--- src/rtl/alu_io_pkg.sv ---
// Shared definitions for the ALU I/O responder.
// Holds the FSM state encoding, ALU opcodes, the io_in/io_out field positions
// and the constant pad output-enable pattern.
package alu_io_pkg;

    typedef enum logic [1:0] {
        ST_IDLE    = 2'd0,
        ST_SETTLE  = 2'd1,
        ST_COMPUTE = 2'd2,
        ST_HOLD    = 2'd3
    } state_t;

    localparam logic [1:0] OP_ADD = 2'b00;
    localparam logic [1:0] OP_SUB = 2'b01;
    localparam logic [1:0] OP_AND = 2'b10;
    localparam logic [1:0] OP_XOR = 2'b11;

    localparam int IN_W  = 20;
    localparam int OUT_W = 15;
    localparam int OEB_W = 38;

    // io_in = {sel2, sel1, B1, A1, B0, A0}
    localparam int IN_A0_LSB   = 0;
    localparam int IN_B0_LSB   = 4;
    localparam int IN_A1_LSB   = 8;
    localparam int IN_B1_LSB   = 12;
    localparam int IN_SEL1_LSB = 16;
    localparam int IN_SEL2_LSB = 18;

    // io_out = {seq, R1, R0, valid}
    localparam int OUT_VALID_BIT = 0;
    localparam int OUT_R0_LSB    = 1;
    localparam int OUT_R1_LSB    = 6;
    localparam int OUT_SEQ_LSB   = 11;

    // Pads 0 and 4..17 are outputs (oeb = 0); every other pad is an input.
    localparam logic [OEB_W-1:0] IO_OEB_CONST = 38'h3F_FFFC_000E;

endpackage

--- src/rtl/alu4.sv ---
// Combinational 4-bit ALU lane.
// Ports:
//   i_a, i_b : 4-bit operands
//   i_sel    : opcode (add / subtract / and / xor)
//   o_r      : 5-bit result; bit 4 is carry for add, borrow for subtract
module alu4
    import alu_io_pkg::*;
(
    input  logic [3:0] i_a,
    input  logic [3:0] i_b,
    input  logic [1:0] i_sel,
    output logic [4:0] o_r
);

    always_comb begin
        o_r = '0;
        case (i_sel)
            OP_ADD:  o_r = {1'b0, i_a} + {1'b0, i_b};
            // 5-bit wraparound leaves bit 4 set exactly when a borrow occurs
            OP_SUB:  o_r = {1'b0, i_a} - {1'b0, i_b};
            OP_AND:  o_r = {1'b0, i_a & i_b};
            OP_XOR:  o_r = {1'b0, i_a ^ i_b};
            default: o_r = '0;
        endcase
    end

endmodule

--- src/rtl/alu_io_responder.sv ---
// Pad-facing dual-lane ALU responder.
// Synchronizes a 20-bit operand word, waits for it to be stable for
// STABLE_CYCLES samples, computes two 4-bit ALU results once, and presents
// them with a sequence number and a valid flag until the input changes.
// Ports:
//   clock  : system clock, rising edge
//   resetb : asynchronous active-low reset
//   io_in  : operand word {sel2, sel1, B1, A1, B0, A0}
//   io_out : result word {seq[3:0], R1[4:0], R0[4:0], valid}
//   io_oeb : constant pad output-enable bar
//
// state   | meaning
// --------+--------------------------------------------------------------
// IDLE    | one cycle after reset, stable counter held at 0
// SETTLE  | counting consecutive identical synchronized samples
// COMPUTE | single cycle: latch both results, bump seq
// HOLD    | valid asserted until the synchronized word leaves the accepted one
module alu_io_responder
    import alu_io_pkg::*;
#(
    parameter int STABLE_CYCLES = 4
) (
    input  logic              clock,
    input  logic              resetb,
    input  logic [IN_W-1:0]   io_in,
    output logic [OUT_W-1:0]  io_out,
    output logic [OEB_W-1:0]  io_oeb
);

    // The counter holds the number of sample-to-sample matches, so N identical
    // samples correspond to N-1 matches.
    localparam logic [3:0] CNT_TC = 4'(STABLE_CYCLES - 1);

    state_t          r_state;
    state_t          w_state_next;

    logic [IN_W-1:0] r_sync1;
    logic [IN_W-1:0] r_sync2;
    logic [IN_W-1:0] r_prev;
    logic [IN_W-1:0] r_acc;

    logic [3:0]      r_cnt;
    logic [3:0]      w_cnt_next;
    logic [3:0]      w_cnt_load;
    logic            w_same;
    logic            w_latch;
    logic            w_valid_next;

    logic [4:0]      w_r0;
    logic [4:0]      w_r1;
    logic [4:0]      r_r0;
    logic [4:0]      r_r1;
    logic [3:0]      r_seq;
    logic            r_valid;

    always_ff @(posedge clock or negedge resetb) begin
        if (!resetb) begin
            r_sync1 <= '0;
            r_sync2 <= '0;
        end else begin
            r_sync1 <= io_in;
            r_sync2 <= r_sync1;
        end
    end

    // r_prev is the previous synchronized sample. On entry to COMPUTE it
    // holds exactly the sample that satisfied the stability count, so the
    // ALUs and the accepted-word register both take their operands from it.
    always_ff @(posedge clock or negedge resetb) begin
        if (!resetb) begin
            r_prev <= '0;
        end else begin
            r_prev <= r_sync2;
        end
    end

    assign w_same     = (r_sync2 == r_prev);
    assign w_cnt_next = w_same ? (r_cnt + 4'd1) : 4'd0;

    always_ff @(posedge clock or negedge resetb) begin
        if (!resetb) begin
            r_state <= ST_IDLE;
        end else begin
            r_state <= w_state_next;
        end
    end

    always_comb begin
        w_state_next = r_state;
        case (r_state)
            ST_IDLE:    w_state_next = ST_SETTLE;
            // >= so that STABLE_CYCLES = 1 accepts on any single sample
            ST_SETTLE:  if (w_cnt_next >= CNT_TC) w_state_next = ST_COMPUTE;
            ST_COMPUTE: w_state_next = ST_HOLD;
            ST_HOLD:    if (r_sync2 != r_acc) w_state_next = ST_SETTLE;
            default:    w_state_next = ST_IDLE;
        endcase
    end

    always_comb begin
        w_latch      = (r_state == ST_COMPUTE);
        w_valid_next = (w_state_next == ST_HOLD);
        w_cnt_load   = (r_state == ST_SETTLE) ? w_cnt_next : 4'd0;
    end

    always_ff @(posedge clock or negedge resetb) begin
        if (!resetb) begin
            r_cnt <= '0;
        end else begin
            r_cnt <= w_cnt_load;
        end
    end

    alu4 u_alu_lane0 (
        .i_a   (r_prev[IN_A0_LSB   +: 4]),
        .i_b   (r_prev[IN_B0_LSB   +: 4]),
        .i_sel (r_prev[IN_SEL1_LSB +: 2]),
        .o_r   (w_r0)
    );

    alu4 u_alu_lane1 (
        .i_a   (r_prev[IN_A1_LSB   +: 4]),
        .i_b   (r_prev[IN_B1_LSB   +: 4]),
        .i_sel (r_prev[IN_SEL2_LSB +: 2]),
        .o_r   (w_r1)
    );

    // Results and seq only move in COMPUTE; SETTLE keeps the last ones visible
    // with valid low.
    always_ff @(posedge clock or negedge resetb) begin
        if (!resetb) begin
            r_r0    <= '0;
            r_r1    <= '0;
            r_seq   <= '0;
            r_acc   <= '0;
            r_valid <= 1'b0;
        end else begin
            r_valid <= w_valid_next;
            if (w_latch) begin
                r_r0  <= w_r0;
                r_r1  <= w_r1;
                r_seq <= r_seq + 4'd1;
                r_acc <= r_prev;
            end
        end
    end

    assign io_out[OUT_VALID_BIT]     = r_valid;
    assign io_out[OUT_R0_LSB  +: 5]  = r_r0;
    assign io_out[OUT_R1_LSB  +: 5]  = r_r1;
    assign io_out[OUT_SEQ_LSB +: 4]  = r_seq;

    assign io_oeb = IO_OEB_CONST;

endmodule
--- config.mk ---
export PLATFORM = sky130hd
export DESIGN_NAME = alu_io_responder
export DESIGN_NICKNAME = d
export VERILOG_FILES = /design/src/rtl/alu_io_pkg.sv /design/src/rtl/alu4.sv /design/src/rtl/alu_io_responder.sv
export SDC_FILE = /design/constraint.sdc
export NUM_CORES = 1
export LEC_CHECK = 0
export BUFFER_PORTS_ARGS = -buffer_cell sky130_fd_sc_hd__buf_2
export CAP_MARGIN = 20
export CORE_MARGIN = 2
export CORE_UTILIZATION = 50
export CTS_CLUSTER_DIAMETER = 80
export CTS_CLUSTER_SIZE = 12
export DETAILED_ROUTE_END_ITERATION = 7
export HOLD_SLACK_MARGIN = 0.05
export PLACE_DENSITY = 0.75
export SLEW_MARGIN = 30
export SYNTH_ARGS = -nofsm -noshare
export SYNTH_HDL_FRONTEND = slang
export SYNTH_SLANG_ARGS = --single-unit
--- constraint.sdc ---
create_clock -name clock -period 2.2 [get_ports clock]
set_input_delay 0.44 -clock clock [delete_from_list [all_inputs] [get_ports clock]]
set_output_delay 0.44 -clock clock [all_outputs]
set_load 0.03 [all_outputs]
==> impl_metrics.csv <==
group,metric,value,unit
status,status,"completed",
timing,fmax,471,MHz
synth,synthCells,398,
place,hpwl,5.39,mm
timing,finalClockSkew,0.0125,ns
routing,wl,7.32,mm
die,io_pins,75,
power,cellInternalPower,2.53,mW
timing,maxSlewViolCount,0,
timing,tightest_slew,0.508,ns
power,pwr-share-comb,11.7,%
synth,synthFlopType,"dfrtp_1",
power,ir_drop,431,µV
timing,setup_viol,0,
grt,grt_overflow,0,
critical_path,critPathArrivalTime,2.38,ns
place,portBuffers,36,
routing,via_per_inst,4.70,
synth,yosys_warnings,0,
die,fp-row-count,34,
grt,grt_pass1_wl,12.4,mm
clocking,cts-root-buf,"clkbuf_8",
layout,insertedDiodeCount,0,
synth,ys_async_sr_fraction,100,%
power,power_switching,0.894,mW
clocking,numCtsBuffers,9,
place,dp_slack,0.123,ns
routing,dr.first_iter.drc_count,147,
timing,finalHoldViolations,0,
timing,period_minus_slack,2.12,ns
hold_path,hold_end,"r_sync1[8]",
critical_path,timing.rr.end,"r_r1[3]",
die,core,0.00872,mm²
critical_path,slowest_delay,0.38,ns
critical_path,worstReg2RegStart,"r_prev[12]",
layout,instances_no_fill,559,
critical_path,cp_max_fo,2,
layout,final_area,0.00491,mm²
power,pwr-share-clk,31.0,%
timing,slew_headroom,66.1,%
grt,first_global_vias,2602,
critical_path,crit_path_top_delay_cell,"dfrtp_1",
critical_path,crit_top_cell,"ha_1",
die,die-area,0.00976,mm²
routing,drc,0,
synth,synth_seq_area_share,56.3,%
critical_path,critPathTopFamily,"adder cells",
routing,ant_nets,0,
critical_path,required,2.46,ns
grt,grt_util_all_layers,16.4,%
layout,drive_gt1_share,16.2,%
clocking,clockBufferDepth,2,
clocking,cts_tree,"built",
critical_path,start_kind,"flip-flop",
clocking,clock_latency,0.37,ns
routing,num_vias,2630,
clocking,cts_sinks,101,
synth,avgSynthCellArea,11.3,µm²
synth,yosys.cell_types.count,32,
clocking,cts.htree.levels,3,
hold_path,hp-start,"io_in[8]",
critical_path,path_cells,"inv_2 > ha_1 > mux2i_2 > ha_1 > nor2b_1 > o21a_1 > or3_1 > a21oi_1 > o21ai_1",
place,dpl.cell_count,543,
timing,finalCritPeriodShare,96.4,%
hold_path,hold-path-cell-count,1,
power,seqPwrFrac,57.3,%
routing,first_pass_iters,4,
critical_path,r2r_cells,9,
timing,fin_ws,0.0788,ns
die,start_util,51.5,%
power,swShare,26.1,%
place,gp_congestion,0.879,
critical_path,critical_path_class,"reg -> reg",
layout,area_growth,9.42,%
critical_path,r2r_setup_slack,0.08,ns
synth,ys_ff_latch,101,
routing,wl_per_cell,13.1,µm
synth,synth_edf_count,0,
clocking,path_clk_slew,0.10,ns
synth,syn_area,0.00449,mm²
grt,antenna_found_initial,0,
timing,worst_hold_slack,0.171,ns
power,power,3.42,mW
hold_path,hp-class,"in -> reg",
critical_path,critPathCaptureType,"flip-flop",
power,powerDensity,696,mW/mm²
layout,utilization,56.3,%
grt,grt_start_max_net_pins,45,
clocking,cts_setup_buffers,0,
place,placed_area,0.00472,mm²
layout,nets,491,
power,p_leak,2.42,nW
die,die_x,98.8,µm
die,die_h,98.8,µm
critical_path,crit_buf_inv,1,
job,cap_violations,0,
timing,setup_tns,0,ns
## metal layers
layer / track usage (%) / wire (µm)
met2: 25.5 / 3440
met5: 0 / 0
met4: 6.95 / 156
met3: 3.76 / 301
met1: 22.3 / 3420
## power groups by stage
stage,clock network (mW),registers [mW],logic [mW]
2_1_floorplan,0,1.99,0.333
3_3_place_gp,0,2.00,0.387
3_5_place_dp,0,2.00,0.397
4_1_cts,1.10,1.96,0.401
5_1_grt,1.18,1.97,0.448
6_report,1.06,1.96,0.400
## what timing repair did
action,CTS,global route
hold buffers,1,0
setup endpoints to repair,0,2
hold endpoints to repair,11,0
resized for setup,0,2
## synthesized netlist by cell type, types with 3 or more instances
library cell,instances,area [µm²]
buf_4,39,293
o31ai_1,3,22.5
nor4_1,3,18.8
nor2b_1,7,43.8
nand2_1,72,270
xnor2_1,33,289
clkbuf_1,8,30.0
a21oi_1,9,45.0
xor2_1,19,166
inv_1,9,33.8
nand4_1,8,50.1
dfrtp_1,101,2530
nor2_1,13,48.8
nor3_1,3,15.0
mux2i_1,8,80.1
ha_1,20,250
o21ai_1,20,100
## layout by cell type (no fill, tap or decap), types with 3 or more instances in the layout
| cell | netlist | final |
|---|---|---|
| nor2b_1 | 7 | 5 |
| o31ai_1 | 3 | 3 |
| dfrtp_1 | 101 | 101 |
| ha_1 | 20 | 20 |
| nand4_1 | 8 | 8 |
| xor2_1 | 19 | 19 |
| nand2_1 | 72 | 72 |
| a21oi_1 | 9 | 9 |
| nor2_1 | 13 | 13 |
| buf_4 | 39 | 15 |
| buf_2 | 1 | 35 |
| o21ai_1 | 20 | 20 |
| mux2i_1 | 8 | 7 |
| xnor2_1 | 33 | 33 |
| clkbuf_8 | 0 | 11 |
| nor4_1 | 3 | 3 |
| conb_1 | 2 | 38 |
| inv_1 | 9 | 8 |
| nor3_1 | 3 | 3 |
## flip-flops by register name, indices dropped and copies added (netlist names), 2 cells and up
name     flops
r_sync2     20
r_sync1     20
r_acc       20
r_prev      20
r_r1         5
r_state      2
r_r0         5
r_cnt        4
r_seq        4
## cell type report
| cell class | instances | area, µm² |
|---|---|---|
| clock buffers | 12 | 155 |
| well taps | 108 | 135 |
| repair buffers | 52 | 318 |
| clock inverters | 3 | 21.3 |
| fillers | 742 | 3810 |
| flip-flops and latches | 101 | 2530 |
| multi-input cells | 274 | 1720 |
| inverters | 9 | 33.8 |
## worst reg2reg max path: cells and delay by family (launching register included)
family          cells  cell delay, ns
fa+ha+maj           2            0.57
simple gates        2            0.42
compound gates      3            0.39
flops               1            0.38
mux                 1            0.20
buf+inv             1            0.05
## worst max-delay path by stage
stage / from / endpoint / slack (ns) / cells after the start
6_report: r_prev[12] / r_r1[3] / 0.08 / 9
5_1_grt: r_prev[12] / r_r1[3] / -0.04 / 9
4_1_cts: r_prev[4] / r_r0[3] / 0.1 / 9
3_5_place_dp: r_prev[4] / r_r0[3] / 0.12 / 9
3_3_place_gp: r_prev[4] / r_r0[3] / 0.17 / 9
2_1_floorplan: r_prev[19] / r_r1[3] / 0.02 / 9
## kinds of logic after synthesis
logic type | share of synthesized area (%)
AO/OA/AOI/OAI | 4.57
XOR/XNOR | 10.1
adder cells (fa/ha/maj) | 6.46
buffers and inverters | 8.55
flip-flops | 56.3
multiplexers | 1.78
other | 0.167
AND/OR/NAND/NOR | 12.0
(Power assumes the default switching activity.)
